--- src/rtl/fp_addsub_pipe.sv ---
// fp_addsub_pipe: three-stage IEEE-754 add/subtract (align, add, normalise/round)
// with a valid/ready handshake; the whole pipe stalls on output backpressure.
// Subnormal inputs and results are flushed to signed zero; rounding is RNE.
// Optional build macro FP_ADD_FLAGS_EN adds the registered FLAGS output
// {invalid, overflow, underflow, inexact}.
module fp_addsub_pipe #(
    parameter int EXP_W = 8,
    parameter int MAN_W = 23
) (
    input  logic                 CLK,
    input  logic                 RST,
    input  logic                 IN_VALID,
    output logic                 IN_READY,
    input  logic [EXP_W+MAN_W:0] OP_A,
    input  logic [EXP_W+MAN_W:0] OP_B,
    input  logic                 OP,
    output logic                 OUT_VALID,
    input  logic                 OUT_READY,
    output logic [EXP_W+MAN_W:0] IEEE_FORMAT
`ifdef FP_ADD_FLAGS_EN
   ,output logic [3:0]           FLAGS
`endif
);

    localparam int W   = 1 + EXP_W + MAN_W;
    localparam int AW  = MAN_W + 3;           // hidden, mantissa, guard, round
    localparam int SW  = MAN_W + 4;           // AW plus sticky
    localparam int LZW = $clog2(SW + 1);
    localparam logic [W-1:0] QNAN = {1'b0, {EXP_W{1'b1}}, 1'b1, {(MAN_W-1){1'b0}}};
    localparam logic signed [EXP_W+1:0] E_INF = {2'b00, {EXP_W{1'b1}}};
    localparam logic signed [EXP_W+1:0] E_ONE = {{(EXP_W+1){1'b0}}, 1'b1};

    logic adv;
    assign adv      = ~OUT_VALID | OUT_READY;
    assign IN_READY = adv;

    // ---------------- stage 1: unpack, classify, swap, align ----------------
    logic                 a_sign, b_sign, a_zero, b_zero, a_inf, b_inf, a_nan, b_nan;
    logic [EXP_W-1:0]     a_exp, b_exp, l_exp, s_exp, exp_diff, shamt;
    logic [MAN_W-1:0]     a_man, b_man, l_man, s_man;
    logic [EXP_W+MAN_W-1:0] a_mag, b_mag;
    logic                 swap, l_sign, s_sign, l_zero, s_zero;
    logic [MAN_W:0]       l_sig, s_sig;
    logic [2*AW-1:0]      sh;
    logic                 al_spec;
    logic [W-1:0]         al_spec_val;
`ifdef FP_ADD_FLAGS_EN
    logic                 al_inv;
`endif

    // Operand unpack, special-case detection and alignment of the smaller operand
    always_comb begin
        a_sign = OP_A[W-1];
        a_exp  = OP_A[W-2:MAN_W];
        a_man  = OP_A[MAN_W-1:0];
        b_sign = OP_B[W-1] ^ OP;
        b_exp  = OP_B[W-2:MAN_W];
        b_man  = OP_B[MAN_W-1:0];

        a_zero = (a_exp == '0);
        b_zero = (b_exp == '0);
        a_inf  = (a_exp == '1) && (a_man == '0);
        b_inf  = (b_exp == '1) && (b_man == '0);
        a_nan  = (a_exp == '1) && (a_man != '0);
        b_nan  = (b_exp == '1) && (b_man != '0);

        // subnormals compare as zero
        a_mag = a_zero ? '0 : {a_exp, a_man};
        b_mag = b_zero ? '0 : {b_exp, b_man};
        swap  = (b_mag > a_mag);

        l_sign = swap ? b_sign : a_sign;
        l_exp  = swap ? b_exp  : a_exp;
        l_man  = swap ? b_man  : a_man;
        l_zero = swap ? b_zero : a_zero;
        s_sign = swap ? a_sign : b_sign;
        s_exp  = swap ? a_exp  : b_exp;
        s_man  = swap ? a_man  : b_man;
        s_zero = swap ? a_zero : b_zero;

        l_sig = {~l_zero, l_zero ? {MAN_W{1'b0}} : l_man};
        s_sig = {~s_zero, s_zero ? {MAN_W{1'b0}} : s_man};

        // shifting by AW or more pushes everything into the sticky half
        exp_diff = l_exp - s_exp;
        shamt    = (32'(exp_diff) > 32'(AW)) ? EXP_W'(AW) : exp_diff;
        sh       = {s_sig, 2'b00, {AW{1'b0}}} >> shamt;

        al_spec     = a_nan | b_nan | a_inf | b_inf;
        al_spec_val = '0;
`ifdef FP_ADD_FLAGS_EN
        al_inv = 1'b0;
`endif
        if (a_nan || b_nan || (a_inf && b_inf && (a_sign != b_sign))) begin
            al_spec_val = QNAN;
`ifdef FP_ADD_FLAGS_EN
            // quiet bit clear marks a signalling NaN
            al_inv = (a_nan && !a_man[MAN_W-1]) || (b_nan && !b_man[MAN_W-1]) ||
                     (a_inf && b_inf);
`endif
        end else if (a_inf) begin
            al_spec_val = {a_sign, {EXP_W{1'b1}}, {MAN_W{1'b0}}};
        end else if (b_inf) begin
            al_spec_val = {b_sign, {EXP_W{1'b1}}, {MAN_W{1'b0}}};
        end
    end

    logic             s1_valid, s1_sign, s1_sub, s1_zsign, s1_sticky, s1_spec;
    logic [EXP_W-1:0] s1_exp;
    logic [AW-1:0]    s1_lman, s1_sman;
    logic [W-1:0]     s1_spec_val;
`ifdef FP_ADD_FLAGS_EN
    logic             s1_inv;
`endif

    // Stage 1 register; an exact-zero sum keeps the sign only when both operands share it
    always_ff @(posedge CLK or negedge RST) begin
        if (!RST) begin
            s1_valid    <= 1'b0;
            s1_sign     <= 1'b0;
            s1_sub      <= 1'b0;
            s1_zsign    <= 1'b0;
            s1_sticky   <= 1'b0;
            s1_spec     <= 1'b0;
            s1_exp      <= '0;
            s1_lman     <= '0;
            s1_sman     <= '0;
            s1_spec_val <= '0;
`ifdef FP_ADD_FLAGS_EN
            s1_inv      <= 1'b0;
`endif
        end else if (adv) begin
            s1_valid    <= IN_VALID;
            s1_sign     <= l_sign;
            s1_sub      <= l_sign ^ s_sign;
            s1_zsign    <= l_sign & s_sign;
            s1_sticky   <= |sh[AW-1:0];
            s1_spec     <= al_spec;
            s1_exp      <= l_exp;
            s1_lman     <= {l_sig, 2'b00};
            s1_sman     <= sh[2*AW-1:AW];
            s1_spec_val <= al_spec_val;
`ifdef FP_ADD_FLAGS_EN
            s1_inv      <= al_inv;
`endif
        end
    end

    // ---------------- stage 2: magnitude add / subtract ----------------
    logic [SW:0] l_ext, s_ext, sum;

    // Sticky sits in the LSB so a borrow through it rounds correctly
    always_comb begin
        l_ext = {1'b0, s1_lman, 1'b0};
        s_ext = {1'b0, s1_sman, s1_sticky};
        sum   = s1_sub ? (l_ext - s_ext) : (l_ext + s_ext);
    end

    logic             s2_valid, s2_sign, s2_zsign, s2_spec;
    logic [EXP_W-1:0] s2_exp;
    logic [SW:0]      s2_sum;
    logic [W-1:0]     s2_spec_val;
`ifdef FP_ADD_FLAGS_EN
    logic             s2_inv;
`endif

    // Stage 2 register
    always_ff @(posedge CLK or negedge RST) begin
        if (!RST) begin
            s2_valid    <= 1'b0;
            s2_sign     <= 1'b0;
            s2_zsign    <= 1'b0;
            s2_spec     <= 1'b0;
            s2_exp      <= '0;
            s2_sum      <= '0;
            s2_spec_val <= '0;
`ifdef FP_ADD_FLAGS_EN
            s2_inv      <= 1'b0;
`endif
        end else if (adv) begin
            s2_valid    <= s1_valid;
            s2_sign     <= s1_sign;
            s2_zsign    <= s1_zsign;
            s2_spec     <= s1_spec;
            s2_exp      <= s1_exp;
            s2_sum      <= sum;
            s2_spec_val <= s1_spec_val;
`ifdef FP_ADD_FLAGS_EN
            s2_inv      <= s1_inv;
`endif
        end
    end

    // ---------------- stage 3: normalise, round, pack ----------------
    function automatic logic [LZW-1:0] lead_zeros(input logic [SW-1:0] v);
        logic [LZW-1:0] n;
        logic           found;
        n     = '0;
        found = 1'b0;
        for (int i = SW - 1; i >= 0; i--) begin
            if (!found) begin
                if (v[i]) found = 1'b1;
                else      n = n + LZW'(1);
            end
        end
        return n;
    endfunction

    logic [LZW-1:0]          lz;
    logic [SW-1:0]           norm;
    logic signed [EXP_W+1:0] e_base, e_norm, e_rnd;
    logic                    rnd_up;
    logic [MAN_W+1:0]        mant_r;
    logic [MAN_W-1:0]        man_out;
    logic [W-1:0]            res;
`ifdef FP_ADD_FLAGS_EN
    logic [3:0]              res_flags;
`endif

    // Normalise on carry or leading zeros, round to nearest even, then range-check
    always_comb begin
        lz     = lead_zeros(s2_sum[SW-1:0]);
        e_base = $signed({2'b00, s2_exp});
        if (s2_sum[SW]) begin
            norm   = {s2_sum[SW:2], s2_sum[1] | s2_sum[0]};
            e_norm = e_base + E_ONE;
        end else begin
            norm   = s2_sum[SW-1:0] << lz;
            e_norm = e_base - $signed((EXP_W+2)'(lz));
        end
        rnd_up  = norm[2] & (norm[1] | norm[0] | norm[3]);
        mant_r  = {1'b0, norm[SW-1:3]} + {{(MAN_W+1){1'b0}}, rnd_up};
        e_rnd   = mant_r[MAN_W+1] ? (e_norm + E_ONE) : e_norm;
        man_out = mant_r[MAN_W+1] ? mant_r[MAN_W:1] : mant_r[MAN_W-1:0];

`ifdef FP_ADD_FLAGS_EN
        res_flags = 4'b0000;
`endif
        if (s2_spec) begin
            res = s2_spec_val;
`ifdef FP_ADD_FLAGS_EN
            res_flags = {s2_inv, 3'b000};
`endif
        end else if (s2_sum == '0) begin
            res = {s2_zsign, {(W-1){1'b0}}};
        end else if (e_rnd >= E_INF) begin
            res = {s2_sign, {EXP_W{1'b1}}, {MAN_W{1'b0}}};
`ifdef FP_ADD_FLAGS_EN
            res_flags = 4'b0101;
`endif
        end else if (e_rnd < E_ONE) begin
            res = {s2_sign, {(W-1){1'b0}}};
`ifdef FP_ADD_FLAGS_EN
            res_flags = 4'b0011;
`endif
        end else begin
            res = {s2_sign, e_rnd[EXP_W-1:0], man_out};
`ifdef FP_ADD_FLAGS_EN
            res_flags = {3'b000, norm[2] | norm[1] | norm[0]};
`endif
        end
    end

    // Output register; holds while downstream is not ready
    always_ff @(posedge CLK or negedge RST) begin
        if (!RST) begin
            OUT_VALID   <= 1'b0;
            IEEE_FORMAT <= '0;
`ifdef FP_ADD_FLAGS_EN
            FLAGS       <= 4'b0000;
`endif
        end else if (adv) begin
            OUT_VALID   <= s2_valid;
            IEEE_FORMAT <= res;
`ifdef FP_ADD_FLAGS_EN
            FLAGS       <= res_flags;
`endif
        end
    end

endmodule

--- config.mk ---
export PLATFORM = sky130hd
export DESIGN_NAME = fp_addsub_pipe
export DESIGN_NICKNAME = d
export VERILOG_FILES = /design/src/rtl/fp_addsub_pipe.sv
export SDC_FILE = /design/constraint.sdc
export NUM_CORES = 1
export LEC_CHECK = 0
export CAP_MARGIN = 10
export CORE_AREA = 2 2 225 271
export DETAILED_ROUTE_END_ITERATION = 16
export DIE_AREA = 0 0 227 273
export MAX_ROUTING_LAYER = met4
export SLEW_MARGIN = 20
export SYNTH_ARGS = -nofsm -noshare
export SYNTH_HDL_FRONTEND = slang
export SYNTH_SLANG_ARGS = --single-unit
--- constraint.sdc ---
create_clock -name CLK -period 32.7 [get_ports CLK]
set_input_delay 6.54 -clock CLK [delete_from_list [all_inputs] [get_ports CLK]]
set_output_delay 6.54 -clock CLK [all_outputs]
set_load 0.03 [all_outputs]
==> summary.txt, run 1 <==
Critical path
  – WP data arrival: 16.77 ns
  – Worst R2R Path Depth: 86
  – Critical Path End Type: flip-flop
  – Crit. Startpoint: s2_sum[26]
  – Worst endpoint required time: 33.03 ns
  – Startpoint Class: flip-flop
  – R2R setup slack: 16.26 ns
  – Crit-path max cell delay: 0.48 ns
  – Worst r2r dst: IEEE_FORMAT[21]
  – CP max FO: 19
  – Slowest cell on crit path: dfrtp_1
  – Top cell by count, worst path: ha_1
  – CP Capture Point: IEEE_FORMAT[21]
  – FF-to-FF Start: s2_sum[26]
  – Critical path class: flip-flop to flip-flop

Layout
  – Synth-to-Final Area Change: 11.93%
  – Fin util: 33.35%
  – Non-Filler Instances: 3,187
  – Antenna Cells: 0
  – Final net count: 2,558
  – Share of layout cells above drive strength 1: 5.656%
  – Filler cells: 6,378

Yosys
  – Post-synth EDFFs: 0
  – Mapped cell area: 17,680 um^2
  – Syn Area/Cell: 7.401 um^2
  – Synth Area in Simple Gates: 25.15%
  – Largest family of logic cells by synthesized area: simple AND/OR/NAND/NOR gates
  – Share of the synthesized area in the top cell type: 20.24%
  – Distinct cells, synth: 107
  – Synth Area in Compound Gates: 24.85%
  – Mux cell area share after synthesis: 8.860%
  – Synth area leaders: dfrtp_1 20%, ha_1 8.0%, nand2_1 7.7%, mux2i_1 7.6%, o21ai_0 5.0%
  – Seq cells post-synth: 143
  – Fraction of registers with async set or reset after synthesis: 100.0%
  – Syn Nets: 2,573
  – Synth warn: 0
  – Synth area leader: dfrtp_1
  – Post-synthesis sequential area ratio: 20.24%
  – Top_reg_cell synth: dfrtp_1
  – Synth Area in Adders: 8.570%
  – Synth Area in XOR/XNOR: 6.765%
  – Cell count after synthesis: 2,389

Clocking
  – Clock transition at path regs: 0.07 ns
  – Setup bufs post-CTS: 0
  – Clock Tree Buf Depth: 2
  – CTS tree: yes
  – Clk sink count: 143
  – H-tree depth: 4
  – Cts repair resizes: 0
  – Worst-skew pair later-pin latency: 0.45 ns
  – Clock buffer count from CTS: 17
  – Clk root buf: clkbuf_16
  – Hold_buf cts: 0

Drt
  – Post-route DRC: 0
  – Drt wl/cell: 16.88 um
  – Post-route ant nets: 0
  – Routed vias: 17.25k
  – Drt total wl: 53,780 um
  – Vias/cell: 5.412
  – First DRT Iteration DRCs: 1,374
  – Pre-antenna DRT Iters: 5

Timing
  – Hold Fails Final Rpt: 0
  – F_max: 60.83 MHz
  – Clk_skew: 0.01472 ns
  – RSZ-0062 raised after global routing: false
  – Tmin final: 16.44 ns
  – Setup TNS: 0 ns
  – Final setup vio count: 0
  – Slew @ Worst Pin: 1.044 ns
  – Slew HR: 30.43%
  – Hold slack: 0.4615 ns
  – Final Max Slew Viols: 0
  – Final Cycle Share: 50.27%

Outcome
  – Status: finished clean

Die
  – Die width: 227 um
  – Starting Density: 29.79%
  – CORE AREA: 59,350 um^2
  – Die area: 61,970 um^2
  – Die height: 273 um
  – IO Pins: 103
  – Site Rows: 98

Power and ir drop
  – Pwr Density: 84.08 nW/um^2
  – LEAKAGE: 8.451 nW
  – Max IR drop VDD: 0.03683 mV

Hold path
  – Worst hold path type: flip-flop to flip-flop

GRT
  – Number of global-route vias before repair: 16.38k
  – Total grt overflow: 0
  – First-pass GRT wire length: 87,090 um
  – Initial antenna violation count: 0
  – GRT Util Overall: 17.78%
  – Largest net degree at the start of global routing: 98

Placed design
  – Final GP Congestion: 0.9470
  – Hpwl dp: 41,720 um
  – I/O Buffers: 102
  – Placed insts: 3,155

Run
  – Max cap viols: 0
per-stage QoR:
stage	cell area [um^2]	worst slack, ns	power (mW)
2_1_floorplan	17680	17.49	1.157
3_3_place_gp	19210	16.67	1.459
3_5_place_dp	19210	16.43	1.462
4_1_cts	19790	16.37	1.659
5_1_grt	19790	14.85	1.803
6_report	19790	16.26	1.664
state kept, by name, summed over array words and instances, names as in the netlist, 3 cells and up:
register and count:
IEEE_FORMAT 32, s1_exp 8, s2_spec_val 3, s1_spec_val 3
s1_lman 24, s1_sman 26, s2_exp 8, s2_sum 28
logic make-up (layout without fill, tap and decap cells):
family / Yosys count / in the layout
flops: 143 / 143
mux: 154 / 154
buf+inv: 242 / 240
simple gates: 937 / 937
xor+xnor: 117 / 117
fa+ha+maj: 121 / 121
compound gates: 675 / 675
synth_stat cells, types with 8 or more instances:
| library cell | count |
|---|---|
| nand2_1 | 361 |
| nor2_1 | 214 |
| o21ai_0 | 176 |
| a21oi_1 | 173 |
| dfrtp_1 | 143 |
| mux2i_1 | 134 |
| clkbuf_1 | 116 |
| ha_1 | 113 |
| inv_1 | 79 |
| xnor2_1 | 65 |
| nand3_1 | 64 |
| and2_1 | 44 |
| nor3_1 | 43 |
| a21o_1 | 39 |
| xor2_1 | 39 |
| nand2b_1 | 30 |
| nor4_1 | 28 |
| a211oi_1 | 26 |
| a22o_1 | 26 |
| nor2b_1 | 26 |
| a31oi_1 | 25 |
| o21bai_1 | 24 |
| nand4_1 | 23 |
| mux2_2 | 19 |
| or3_1 | 19 |
| and3_1 | 17 |
| buf_2 | 17 |
| o22ai_1 | 17 |
| o211ai_1 | 16 |
| o21a_1 | 16 |
| buf_1 | 15 |
| or2_2 | 12 |
| a22oi_1 | 11 |
| o31ai_1 | 10 |
| a2111oi_0 | 8 |
| a211o_1 | 8 |
| a32o_1 | 8 |
cell type report:
class / count / area [um^2] / area share (%)
multi-input combinational: 2004 / 13140 / 66.39
sequential: 143 / 3578 / 18.08
timing repair buffer: 122 / 1172 / 5.924
tap: 800 / 1001 / 5.058
clock buffer: 17 / 425.4 / 2.150
inverter: 86 / 322.8 / 1.631
clock inverter: 15 / 151.4 / 0.7650
critical path, delay by kind of cell, from the launching register on:
family                   cells  cell delay [ns]
adder cells (fa/ha/maj)     14             4.11
buffers and inverters        4             0.68
XOR/XNOR                     4             0.76
flip-flops                   1             0.48
multiplexers                 7             0.95
AO/OA/AOI/OAI               25             4.68
AND/OR/NAND/NOR             32             4.63
cell usage in the layout (no fill, tap or decap), types with 43 or more instances in the layout:
cell type / instances
clkdlybuf4s50_1: 101
nor3_1: 43
nand2_1: 360
mux2i_1: 134
ha_1: 113
nor2_1: 212
a21oi_1: 173
o21ai_0: 176
and2_1: 44
xnor2_1: 65
nand3_1: 64
dfrtp_1: 143
inv_1: 78
layer usage:
metal	global-route usage (%)	share of wire (%)
met3	1.645	3.9
met1	22.17	44
met5	-	0
met4	6.502	3.6
met2	29.79	48
report_power, final:
group	internal [mW]	switching [mW]	total, mW
clock network	0.107	0.0859	0.193
logic	0.450	0.674	1.12
registers	0.238	0.109	0.347
worst min path at each step:
stage	depth (start not counted)	endpoint	startpoint	slack (ns)
6_report	2	s2_valid	s2_valid	0.46
3_5_place_dp	2	s2_valid	s2_valid	0.45
5_1_grt	2	s1_zsign	s1_zsign	0.49
4_1_cts	2	s2_valid	s2_valid	0.47
3_3_place_gp	2	s2_valid	s2_valid	0.44
2_1_floorplan	2	s2_valid	s2_valid	0.43
Power figures use the tool's default switching activity.
==> inputs of run 2 (changes only) <==
- clock period: 32.7 -> 16.4 ns (I/O delays scaled with it)
==> summary.txt, run 2 (synthesized netlist as in run 1, its figures left out) <==
Drt
  – Max layer used: met4
  – Wl on met1: 23,850 um
  – Met2 wire len: 26,610 um
  – First DRT Iteration DRCs: 1,416
  – Drt total wl: 54,440 um
  – Vias/cell: 5.421
  – WL met3: 2220 um
  – Post-route ant nets: 0
  – Routed vias: 17.34k
  – Drt wl/cell: 17.02 um
  – Pre-antenna DRT Iters: 6
  – Post-route DRC: 0

Placed design
  – I/O Buffers: 102
  – Area after DPL: 19,270 um^2
  – Hpwl dp: 42,180 um
  – Final GP Congestion: 0.9655
  – Placed insts: 3,162

Critical path
  – Worst endpoint required time: 16.74 ns
  – Crit-path max cell delay: 0.47 ns
  – Critical path class: flip-flop to flip-flop
  – WP data arrival: 15.58 ns
  – Critical Path End Type: flip-flop
  – Startpoint Class: flip-flop
  – CP max FO: 11
  – Slowest cell on crit path: dfrtp_2

Die
  – Starting Density: 29.79%
  – IO Pins: 103
  – Die height: 273 um
  – CORE AREA: 59,350 um^2
  – Site Rows: 98
  – Die width: 227 um
  – Die area: 61,970 um^2

Layout
  – Non-Filler Instances: 3,198
  – Antenna Cells: 0
  – Most frequent cells in the layout: 359 x nand2_1, 211 x nor2_1, 172 x o21ai_0
  – Final Instance Area: 19,970 um^2
  – Share of layout cells above drive strength 1: 6.714%
  – Largest register FFs: 32
  – Largest regs: IEEE_FORMAT x32, s2_sum x28, s1_sman x26
  – Final net count: 2,570
  – Top reg by flops: IEEE_FORMAT
  – Commonest non-fill, non-tap cell in the layout: nand2_1
  – Synth-to-Final Area Change: 12.94%

GRT
  – First-pass GRT wire length: 87,600 um
  – Initial antenna violation count: 0
  – GRT Util Overall: 17.92%
  – Largest net degree at the start of global routing: 86
  – Total grt overflow: 0
  – Number of global-route vias before repair: 16.39k

Timing
  – Final Max Slew Viols: 0
  – Final setup vio count: 0
  – Hold slack: 0.4602 ns
  – Hold Fails Final Rpt: 0
  – Slew HR: 29.81%
  – Tmin final: 15.24 ns
  – Final Cycle Share: 92.94%
  – F_max: 65.60 MHz
  – Clk_skew: 0.02184 ns
  – Slew @ Worst Pin: 1.050 ns

Power and ir drop
  – Pwr Density: 168.9 nW/um^2
  – LEAKAGE: 8.497 nW
  – Max IR drop VDD: 0.07782 mV

Outcome
  – Status: finished clean

Clocking
  – Clk root buf: clkbuf_16
  – Worst-skew pair later-pin latency: 0.45 ns
  – Hold_buf cts: 0
  – H-tree depth: 4
  – Clock transition at path regs: 0.07 ns
  – Clk sink count: 143
  – CTS tree: yes
  – Clock buffer count from CTS: 17
  – Clock Tree Buf Depth: 2

Run
  – Max cap viols: 0

Hold path
  – Worst hold path type: flip-flop to flip-flop
-- run 2: stage by stage --
stage / setup WS (ns) / TNS [ns] / total power [mW] / util (%)
2_1_floorplan: 1.608 / 0 / 2.307 / -
3_3_place_gp: 0.9376 / 0 / 2.920 / 32.46
3_5_place_dp: 0.7092 / 0 / 2.919 / 32.46
4_1_cts: 0.6242 / 0 / 3.328 / 33.45
5_1_grt: -0.1309 / -2.236 / 3.647 / 33.65
6_report: 1.157 / 0 / 3.373 / 33.65
-- run 2: worst max-delay path, delay by kind of cell (launching register included) --
family | cells | cell delay [ns]
DFF | 1 | 0.47
adders and majority gates | 14 | 4.02
xor gates and xnor gates | 4 | 0.75
AOI/OAI and AO/OA | 25 | 4.17
buffers and inverters | 3 | 0.19
muxes | 7 | 0.99
and+or+nand+nor | 32 | 4.53
-- run 2: report_power, final --
group | internal, mW | switching [mW] | leakage [nW]
clock | 0.228 | 0.171 | 0.276
combinational | 0.926 | 1.36 | 6.43
sequential | 0.474 | 0.215 | 1.79
-- run 2: final timing paths --
| path | slack [ns] | to | depth (start not counted) | startpoint |
|---|---|---|---|---|
| setup / recovery | 1.16 | IEEE_FORMAT[21] | 85 | s2_sum[26] |
| max in group asynchronous | 12.20 | s1_lman[7] | 2 | RST |
| min in group asynchronous | 2.86 | IEEE_FORMAT[16] | 1 | RST |
| setup reg to reg | 1.16 | IEEE_FORMAT[21] | 85 | s2_sum[26] |
| hold / removal | 0.46 | s2_valid | 2 | s2_valid |
| hold reg to reg | 0.46 | s2_valid | 2 | s2_valid |
-- run 2: layer usage --
layer	track usage [%]	up-vias
met2	30.11	509
met1	22.37	8141
met5	-	-
met3	1.720	109
met4	6.244	0
li1	-	8578
-- run 2: area by class of cell --
cell class | instances | area [um^2]
flip-flops and latches | 143 | 3580
inverters | 86 | 322.8
multi-input cells | 2004 | 13220
clock inverters | 12 | 151.4
fillers | 6436 | 39380
repair buffers | 134 | 1262
clock buffers | 19 | 432.9
well taps | 800 | 1001
-- run 2: timing repair --
action | 4_1_cts | 5_1_grt
setup buffers | 0 | 5
gates resized for setup | 0 | 23
endpoints found under the setup margin | 0 | 31
